File: src/rtl/mem_arbiter_if.sv
// mem_arbiter_if: requester handshakes (fetch, load/store) and physical memory port of mem_arbiter.
interface mem_arbiter_if;
   logic        if_req;
   logic [31:0] if_addr;
   logic        if_gnt;
   logic        if_rvalid;
   logic [31:0] if_rdata;
   logic        if_err;
   logic        ls_req;
   logic        ls_we;
   logic [31:0] ls_addr;
   logic [31:0] ls_wdata;
   logic        ls_gnt;
   logic        ls_rvalid;
   logic [31:0] ls_rdata;
   logic        ls_err;
   logic [31:0] pmi_address;
   logic [31:0] pmi_data_in;
   logic        pmi_mem_rd;
   logic        pmi_mem_wr;
   logic [31:0] pmi_data;
   logic        pmi_mfc;
   modport master (
      output if_req, if_addr, ls_req, ls_we, ls_addr, ls_wdata, pmi_data, pmi_mfc,
      input  if_gnt, if_rvalid, if_rdata, if_err, ls_gnt, ls_rvalid, ls_rdata, ls_err,
             pmi_address, pmi_data_in, pmi_mem_rd, pmi_mem_wr
   );
   modport slave (
      input  if_req, if_addr, ls_req, ls_we, ls_addr, ls_wdata, pmi_data, pmi_mfc,
      output if_gnt, if_rvalid, if_rdata, if_err, ls_gnt, ls_rvalid, ls_rdata, ls_err,
             pmi_address, pmi_data_in, pmi_mem_rd, pmi_mem_wr
   );
endinterface

File: src/rtl/mem_arbiter.sv
// mem_arbiter: round-robin fetch/load-store arbiter sequencing one memory port with decode and timeout.
module mem_arbiter #(
   parameter int TIMEOUT = 16,
   parameter int CNT_W   = $clog2(TIMEOUT + 1)
) (
   input logic          clk,
   input logic          rst_n,
   mem_arbiter_if.slave bus
);
   typedef enum logic [1:0] {IDLE, BUSY, RESP} state_t;
   state_t           state, state_d;
   logic             last_ls, last_ls_d, owner_ls, owner_ls_d, derr, derr_d;
   logic [CNT_W-1:0] cnt, cnt_d;
   logic             pick_ls, we, bad, done, ok;
   logic [31:0]      addr, rsp_data;
   logic             if_gnt_d, if_rvalid_d, if_err_d, ls_gnt_d, ls_rvalid_d, ls_err_d, rd_d, wr_d;
   logic [31:0]      if_rdata_d, ls_rdata_d, address_d, data_in_d;
   assign pick_ls  = bus.ls_req && !(bus.if_req && last_ls);
   assign addr     = pick_ls ? bus.ls_addr : bus.if_addr;
   assign we       = pick_ls && bus.ls_we;
   assign bad      = addr[1:0] != 2'b00 || addr[31:16] == 16'h0002 || addr[31:29] == 3'b111 ||
                     (addr[31:16] == 16'h0000 && we);
   // a decode error passes through BUSY without strobes so its response lands one cycle after gnt
   assign done     = derr || bus.pmi_mfc || cnt == CNT_W'(TIMEOUT - 1);
   assign ok       = !derr && bus.pmi_mfc;
   assign rsp_data = ok && bus.pmi_mem_rd ? bus.pmi_data : 32'h0;
   always_comb begin
      state_d     = state;
      last_ls_d   = last_ls;
      owner_ls_d  = owner_ls;
      derr_d      = derr;
      cnt_d       = cnt;
      if_gnt_d    = 1'b0;
      ls_gnt_d    = 1'b0;
      if_rvalid_d = 1'b0;
      ls_rvalid_d = 1'b0;
      if_rdata_d  = bus.if_rdata;
      ls_rdata_d  = bus.ls_rdata;
      if_err_d    = bus.if_err;
      ls_err_d    = bus.ls_err;
      address_d   = bus.pmi_address;
      data_in_d   = bus.pmi_data_in;
      rd_d        = bus.pmi_mem_rd;
      wr_d        = bus.pmi_mem_wr;
      case (state)
         IDLE: if (bus.if_req || bus.ls_req) begin
            state_d    = BUSY;
            if_gnt_d   = !pick_ls;
            ls_gnt_d   = pick_ls;
            owner_ls_d = pick_ls;
            last_ls_d  = pick_ls;
            derr_d     = bad;
            cnt_d      = '0;
            address_d  = bad ? bus.pmi_address : addr;
            data_in_d  = bad || !pick_ls ? bus.pmi_data_in : bus.ls_wdata;
            rd_d       = !bad && !we;
            wr_d       = !bad && we;
         end
         BUSY: if (done) begin
            state_d     = RESP;
            rd_d        = 1'b0;
            wr_d        = 1'b0;
            if_rvalid_d = !owner_ls;
            ls_rvalid_d = owner_ls;
            if_rdata_d  = owner_ls ? bus.if_rdata : rsp_data;
            ls_rdata_d  = owner_ls ? rsp_data : bus.ls_rdata;
            if_err_d    = owner_ls ? bus.if_err : !ok;
            ls_err_d    = owner_ls ? !ok : bus.ls_err;
         end else begin
            cnt_d = cnt + CNT_W'(1);
         end
         default: state_d = IDLE;
      endcase
   end
   always_ff @(posedge clk or negedge rst_n) begin
      if (!rst_n) begin
         state           <= IDLE;
         last_ls         <= 1'b0;
         owner_ls        <= 1'b0;
         derr            <= 1'b0;
         cnt             <= '0;
         bus.if_gnt      <= 1'b0;
         bus.ls_gnt      <= 1'b0;
         bus.if_rvalid   <= 1'b0;
         bus.ls_rvalid   <= 1'b0;
         bus.if_rdata    <= 32'h0;
         bus.ls_rdata    <= 32'h0;
         bus.if_err      <= 1'b0;
         bus.ls_err      <= 1'b0;
         bus.pmi_address <= 32'h0;
         bus.pmi_data_in <= 32'h0;
         bus.pmi_mem_rd  <= 1'b0;
         bus.pmi_mem_wr  <= 1'b0;
      end else begin
         state           <= state_d;
         last_ls         <= last_ls_d;
         owner_ls        <= owner_ls_d;
         derr            <= derr_d;
         cnt             <= cnt_d;
         bus.if_gnt      <= if_gnt_d;
         bus.ls_gnt      <= ls_gnt_d;
         bus.if_rvalid   <= if_rvalid_d;
         bus.ls_rvalid   <= ls_rvalid_d;
         bus.if_rdata    <= if_rdata_d;
         bus.ls_rdata    <= ls_rdata_d;
         bus.if_err      <= if_err_d;
         bus.ls_err      <= ls_err_d;
         bus.pmi_address <= address_d;
         bus.pmi_data_in <= data_in_d;
         bus.pmi_mem_rd  <= rd_d;
         bus.pmi_mem_wr  <= wr_d;
      end
   end
endmodule

File: src/flat_wrapper.sv
// flat-port wrapper written by rule: the top's interface ports become plain ports
module mem_arbiter_flat 
#(
   parameter int TIMEOUT = 16,
   parameter int CNT_W   = $clog2(TIMEOUT + 1)
)
  (clk, rst_n, bus_if_req, bus_if_addr, bus_ls_req, bus_ls_we, bus_ls_addr, bus_ls_wdata, bus_pmi_data, bus_pmi_mfc, bus_if_gnt, bus_if_rvalid, bus_if_rdata, bus_if_err, bus_ls_gnt, bus_ls_rvalid, bus_ls_rdata, bus_ls_err, bus_pmi_address, bus_pmi_data_in, bus_pmi_mem_rd, bus_pmi_mem_wr);
  mem_arbiter_if bus_i ();
  input logic clk;
  input logic rst_n;
  input wire logic [$bits(bus_i.if_req)-1:0] bus_if_req;
  input wire logic [$bits(bus_i.if_addr)-1:0] bus_if_addr;
  input wire logic [$bits(bus_i.ls_req)-1:0] bus_ls_req;
  input wire logic [$bits(bus_i.ls_we)-1:0] bus_ls_we;
  input wire logic [$bits(bus_i.ls_addr)-1:0] bus_ls_addr;
  input wire logic [$bits(bus_i.ls_wdata)-1:0] bus_ls_wdata;
  input wire logic [$bits(bus_i.pmi_data)-1:0] bus_pmi_data;
  input wire logic [$bits(bus_i.pmi_mfc)-1:0] bus_pmi_mfc;
  output wire logic [$bits(bus_i.if_gnt)-1:0] bus_if_gnt;
  output wire logic [$bits(bus_i.if_rvalid)-1:0] bus_if_rvalid;
  output wire logic [$bits(bus_i.if_rdata)-1:0] bus_if_rdata;
  output wire logic [$bits(bus_i.if_err)-1:0] bus_if_err;
  output wire logic [$bits(bus_i.ls_gnt)-1:0] bus_ls_gnt;
  output wire logic [$bits(bus_i.ls_rvalid)-1:0] bus_ls_rvalid;
  output wire logic [$bits(bus_i.ls_rdata)-1:0] bus_ls_rdata;
  output wire logic [$bits(bus_i.ls_err)-1:0] bus_ls_err;
  output wire logic [$bits(bus_i.pmi_address)-1:0] bus_pmi_address;
  output wire logic [$bits(bus_i.pmi_data_in)-1:0] bus_pmi_data_in;
  output wire logic [$bits(bus_i.pmi_mem_rd)-1:0] bus_pmi_mem_rd;
  output wire logic [$bits(bus_i.pmi_mem_wr)-1:0] bus_pmi_mem_wr;
  assign bus_i.if_req = bus_if_req;
  assign bus_i.if_addr = bus_if_addr;
  assign bus_i.ls_req = bus_ls_req;
  assign bus_i.ls_we = bus_ls_we;
  assign bus_i.ls_addr = bus_ls_addr;
  assign bus_i.ls_wdata = bus_ls_wdata;
  assign bus_i.pmi_data = bus_pmi_data;
  assign bus_i.pmi_mfc = bus_pmi_mfc;
  assign bus_if_gnt = bus_i.if_gnt;
  assign bus_if_rvalid = bus_i.if_rvalid;
  assign bus_if_rdata = bus_i.if_rdata;
  assign bus_if_err = bus_i.if_err;
  assign bus_ls_gnt = bus_i.ls_gnt;
  assign bus_ls_rvalid = bus_i.ls_rvalid;
  assign bus_ls_rdata = bus_i.ls_rdata;
  assign bus_ls_err = bus_i.ls_err;
  assign bus_pmi_address = bus_i.pmi_address;
  assign bus_pmi_data_in = bus_i.pmi_data_in;
  assign bus_pmi_mem_rd = bus_i.pmi_mem_rd;
  assign bus_pmi_mem_wr = bus_i.pmi_mem_wr;
  mem_arbiter #(.TIMEOUT(TIMEOUT), .CNT_W(CNT_W)) u_core (.clk(clk), .rst_n(rst_n), .bus(bus_i));
endmodule
File: config.mk
export PLATFORM = sky130hd
export DESIGN_NAME = mem_arbiter_flat
export DESIGN_NICKNAME = d
export VERILOG_FILES = /design/src/rtl/mem_arbiter_if.sv /design/src/rtl/mem_arbiter.sv /design/src/flat_wrapper.sv
export SDC_FILE = /design/constraint.sdc
export NUM_CORES = 1
export LEC_CHECK = 0
export CORE_MARGIN = 1.5
export CORE_UTILIZATION = 42
export DETAILED_ROUTE_END_ITERATION = 8
export GPL_ROUTABILITY_DRIVEN = 1
export HOLD_SLACK_MARGIN = 0.06
export PLACE_DENSITY = 0.81
export SLEW_MARGIN = 5
export SYNTH_ARGS = -nofsm -noshare
export SYNTH_HDL_FRONTEND = slang
export SYNTH_SLANG_ARGS = --single-unit
File: constraint.sdc
create_clock -name clk -period 2.75 [get_ports clk]
set_input_delay 0.275 -clock clk [delete_from_list [all_inputs] [get_ports clk]]
set_output_delay 0.275 -clock clk [all_outputs]
set_load 0.03 [all_outputs]
==> reports/metrics.csv <==
metric;value;unit
status;finished clean;
critPathMaxStageDelay;0.41;ns
htreeDepth;4;
ctsResizeCount;0;
fmax;450.3;MHz
setup_ws;0.5294;ns
synthArstFlopShare;100.0;%
worstPathCellList;ha_1 > and3_1 > ha_1 > or3_1 > a211o_1 > inv_1 > o21ai_0 > nand2_1 > o21ai_0;
grt_pass1_wl;25360;um
grt_pass1_vias;5018;
tightest_slew;0.4069;ns
place_ws;0.3630;ns
cp_num_cells;9;
antenna_found_initial;0;
r2r.worst_path.cells;9;
required;3.04;ns
syn_inst;495;
synth_ff_type;dfrtp_1;
track_usage;22.42;%
chipWidth;121.7;um
rows;43;
yosys_warnings;0;
synth.most_common_cell;dfrtp_1;
ioPinCount;270;
end_kind;register;
hold_class;in2async;
cp_top_family;simple AND/OR/NAND/NOR gates;
drive_above_1_share;18.08;%
n_antenna_cell;0;
dr.first_iter.drc_count;244;
ys_ff_latch;145;
irDropWorstVdd;0.6544;mV
crit_end;u_core.cnt[2];
clkLatencyLatePin;0.42;ns
synth_top_area_cell;dfrtp_1;
netlist_top_cells_count;145 x dfrtp_1, 107 x nand2_1, 92 x mux2_2;
drc_errors;0;
final_core_util;68.74;%
fin_nets;903;
reg2reg_from;u_core.cnt[0];
final.setup.tns;0;ns
path_buf_inv;1;
dieArea;14810;um2
synth_area;5919;um2
overflow;0;
path_clk_slew;0.06;ns
drv_cap;0;
cts_root_buf;clkbuf_16;
grt_max_degree;75;
vias;4840;
critical_path_class;reg2reg;
ys_top_cells_by_area;dfrtp_1 61%, mux2_2 18%, nand2_1 6.8%;
power.leakage;3.946;nW
die_h;121.7;um
viasPerCell;5.042;
p_per_area;968.5;nW/um2
synth_seq_area_share;61.30;%
firstDrtPassIters;4;
worstSetupStartpointType;register;
finalMaxSlewViolations;0;
io_buffers;269;
drt-total-wl;16250;um
clock_path_buffers;2;
cts_sinks;145;
avgSynthCellArea;11.96;um2
finalSetupViolations;0;
finalCritPeriodShare;80.75;%
arrival;2.51;ns
area_growth_syn_to_layout;60.56;%
relSlewSlack;72.62;%
synth_fp_nets;631;
synth_top_area_share;61.30;%
period_needed;2.221;ns
wl_per_cell;16.92;um
hold_viol;0;
start_util;42.81;%
timing.rr.end;u_core.cnt[2];
tritoncts;done;
crit_start;u_core.cnt[0];
finClkSkew;0.006618;ns
reg2reg_slack;0.53;ns
numCtsBuffers;17;
rsz0062_at_grt;false;
post_synth_num_cell_types;38;
coreArea;13830;um2
postRouteAntennaNets;0;
path_max_fanout;5;
dp_hpwl;11820;um
place_congestion;0.8276;
synth-edff-count;0;
slowest_stage;dfrtp_1;
[worst reg2reg max path, delay by kind of cell, from the launching register on]
kind / cells / cell delay, ns
simple gates: 3 / 0.61
flops: 1 / 0.41
compound gates: 3 / 0.53
buf+inv: 1 / 0.11
fa+ha+maj: 2 / 0.44
[where the power goes]
part | internal, mW | leakage (nW) | switching [mW]
Combinational | 1.66 | 1.75 | 2.03
Sequential | 2.71 | 1.89 | 0.326
Clock | 1.56 | 0.305 | 0.925
Total | 5.93 | 3.95 | 3.28
[metal layers]
metal	vias up	wire (um)	global-route usage, %
met3	27	1413	7.772
met1	2330	6549	26.38
met4	0	337	9.191
met5	-	0	0
li1	2264	-	-
met2	219	7947	37.54
[cell type report]
cell class | count | area [um2]
clock buffers | 18 | 439.2
clock inverters | 14 | 202.7
fillers | 975 | 4323
inverters | 4 | 15.01
multi-input cells | 319 | 2152
flip-flops and latches | 145 | 3628
well taps | 180 | 225.2
repair buffers | 280 | 2841
[timing repair]
| action | CTS | global route |
|---|---|---|
| setup buffers | 0 | 0 |
| hold buffers | 1 | 0 |
| hold endpoints to repair | 41 | 0 |
[state kept, by name, summed over array words and instances, names as in the netlist]
signal	flops
u_core.state	2
u_core.bus.pmi_data_in	32
u_core.bus.if_rdata	32
u_core.bus.pmi_mem_rd	1
u_core.bus.pmi_address	32
u_core.bus.pmi_mem_wr	1
u_core.cnt	5
u_core.bus.if_gnt	1
u_core.bus.if_rvalid	1
u_core.bus.ls_rdata	32
u_core.bus.if_err	1
u_core.derr	1
u_core.bus.ls_gnt	1
u_core.bus.ls_err	1
u_core.last_ls	1
u_core.bus.ls_rvalid	1
[placed cells by master, fill, tap and decap left out, drive strengths merged, types with 4 or more instances in the layout]
master and n:
inv 8, dfrtp 145, clkbuf 18, nor3 5, o21ai 70, bufinv 4
buf 11, nor2 9, mux2 93, nor4 6, nand2 107, clkdlybuf4s50 268
[worst min-delay path by stage]
stage	end	start	slack, ns	cells past startpoint
final	u_core.bus.if_rdata[23]	rst_n	0.33	2
after global routing	u_core.bus.if_rdata[31]	rst_n	0.36	2
after CTS	u_core.bus.ls_rdata[23]	rst_n	0.34	2
after detailed placement	u_core.bus.if_rdata[31]	rst_n	0.21	1
after global placement	u_core.bus.if_rdata[23]	rst_n	0.21	1
after floorplan	u_core.bus.if_err	rst_n	-0.02	0
[per-stage QoR]
step / std cells / hold WS, ns / power [mW] / instance area [um2]
CTS: 960 / 0.3412 / 9.282 / 9504
floorplan: 495 / -0.02059 / 5.066 / 5919
finish: 960 / 0.3332 / 9.204 / 9504
global route: 960 / 0.3596 / 9.620 / 9504
detailed placement: 927 / 0.2136 / 6.763 / 8852
global placement: 927 / 0.2137 / 6.674 / 8852
[kinds of logic after synthesis]
kind of cell,count (synthesis),synth area share (%)
adders and majority gates,2,0.4227
DFF,145,61.30
buffers and inverters,31,2.410
and+or+nand+nor,140,10.06
muxes,93,17.69
AOI/OAI and AO/OA,83,7.969
xor gates and xnor gates,1,0.1480
Power figures use the tool's default switching activity.
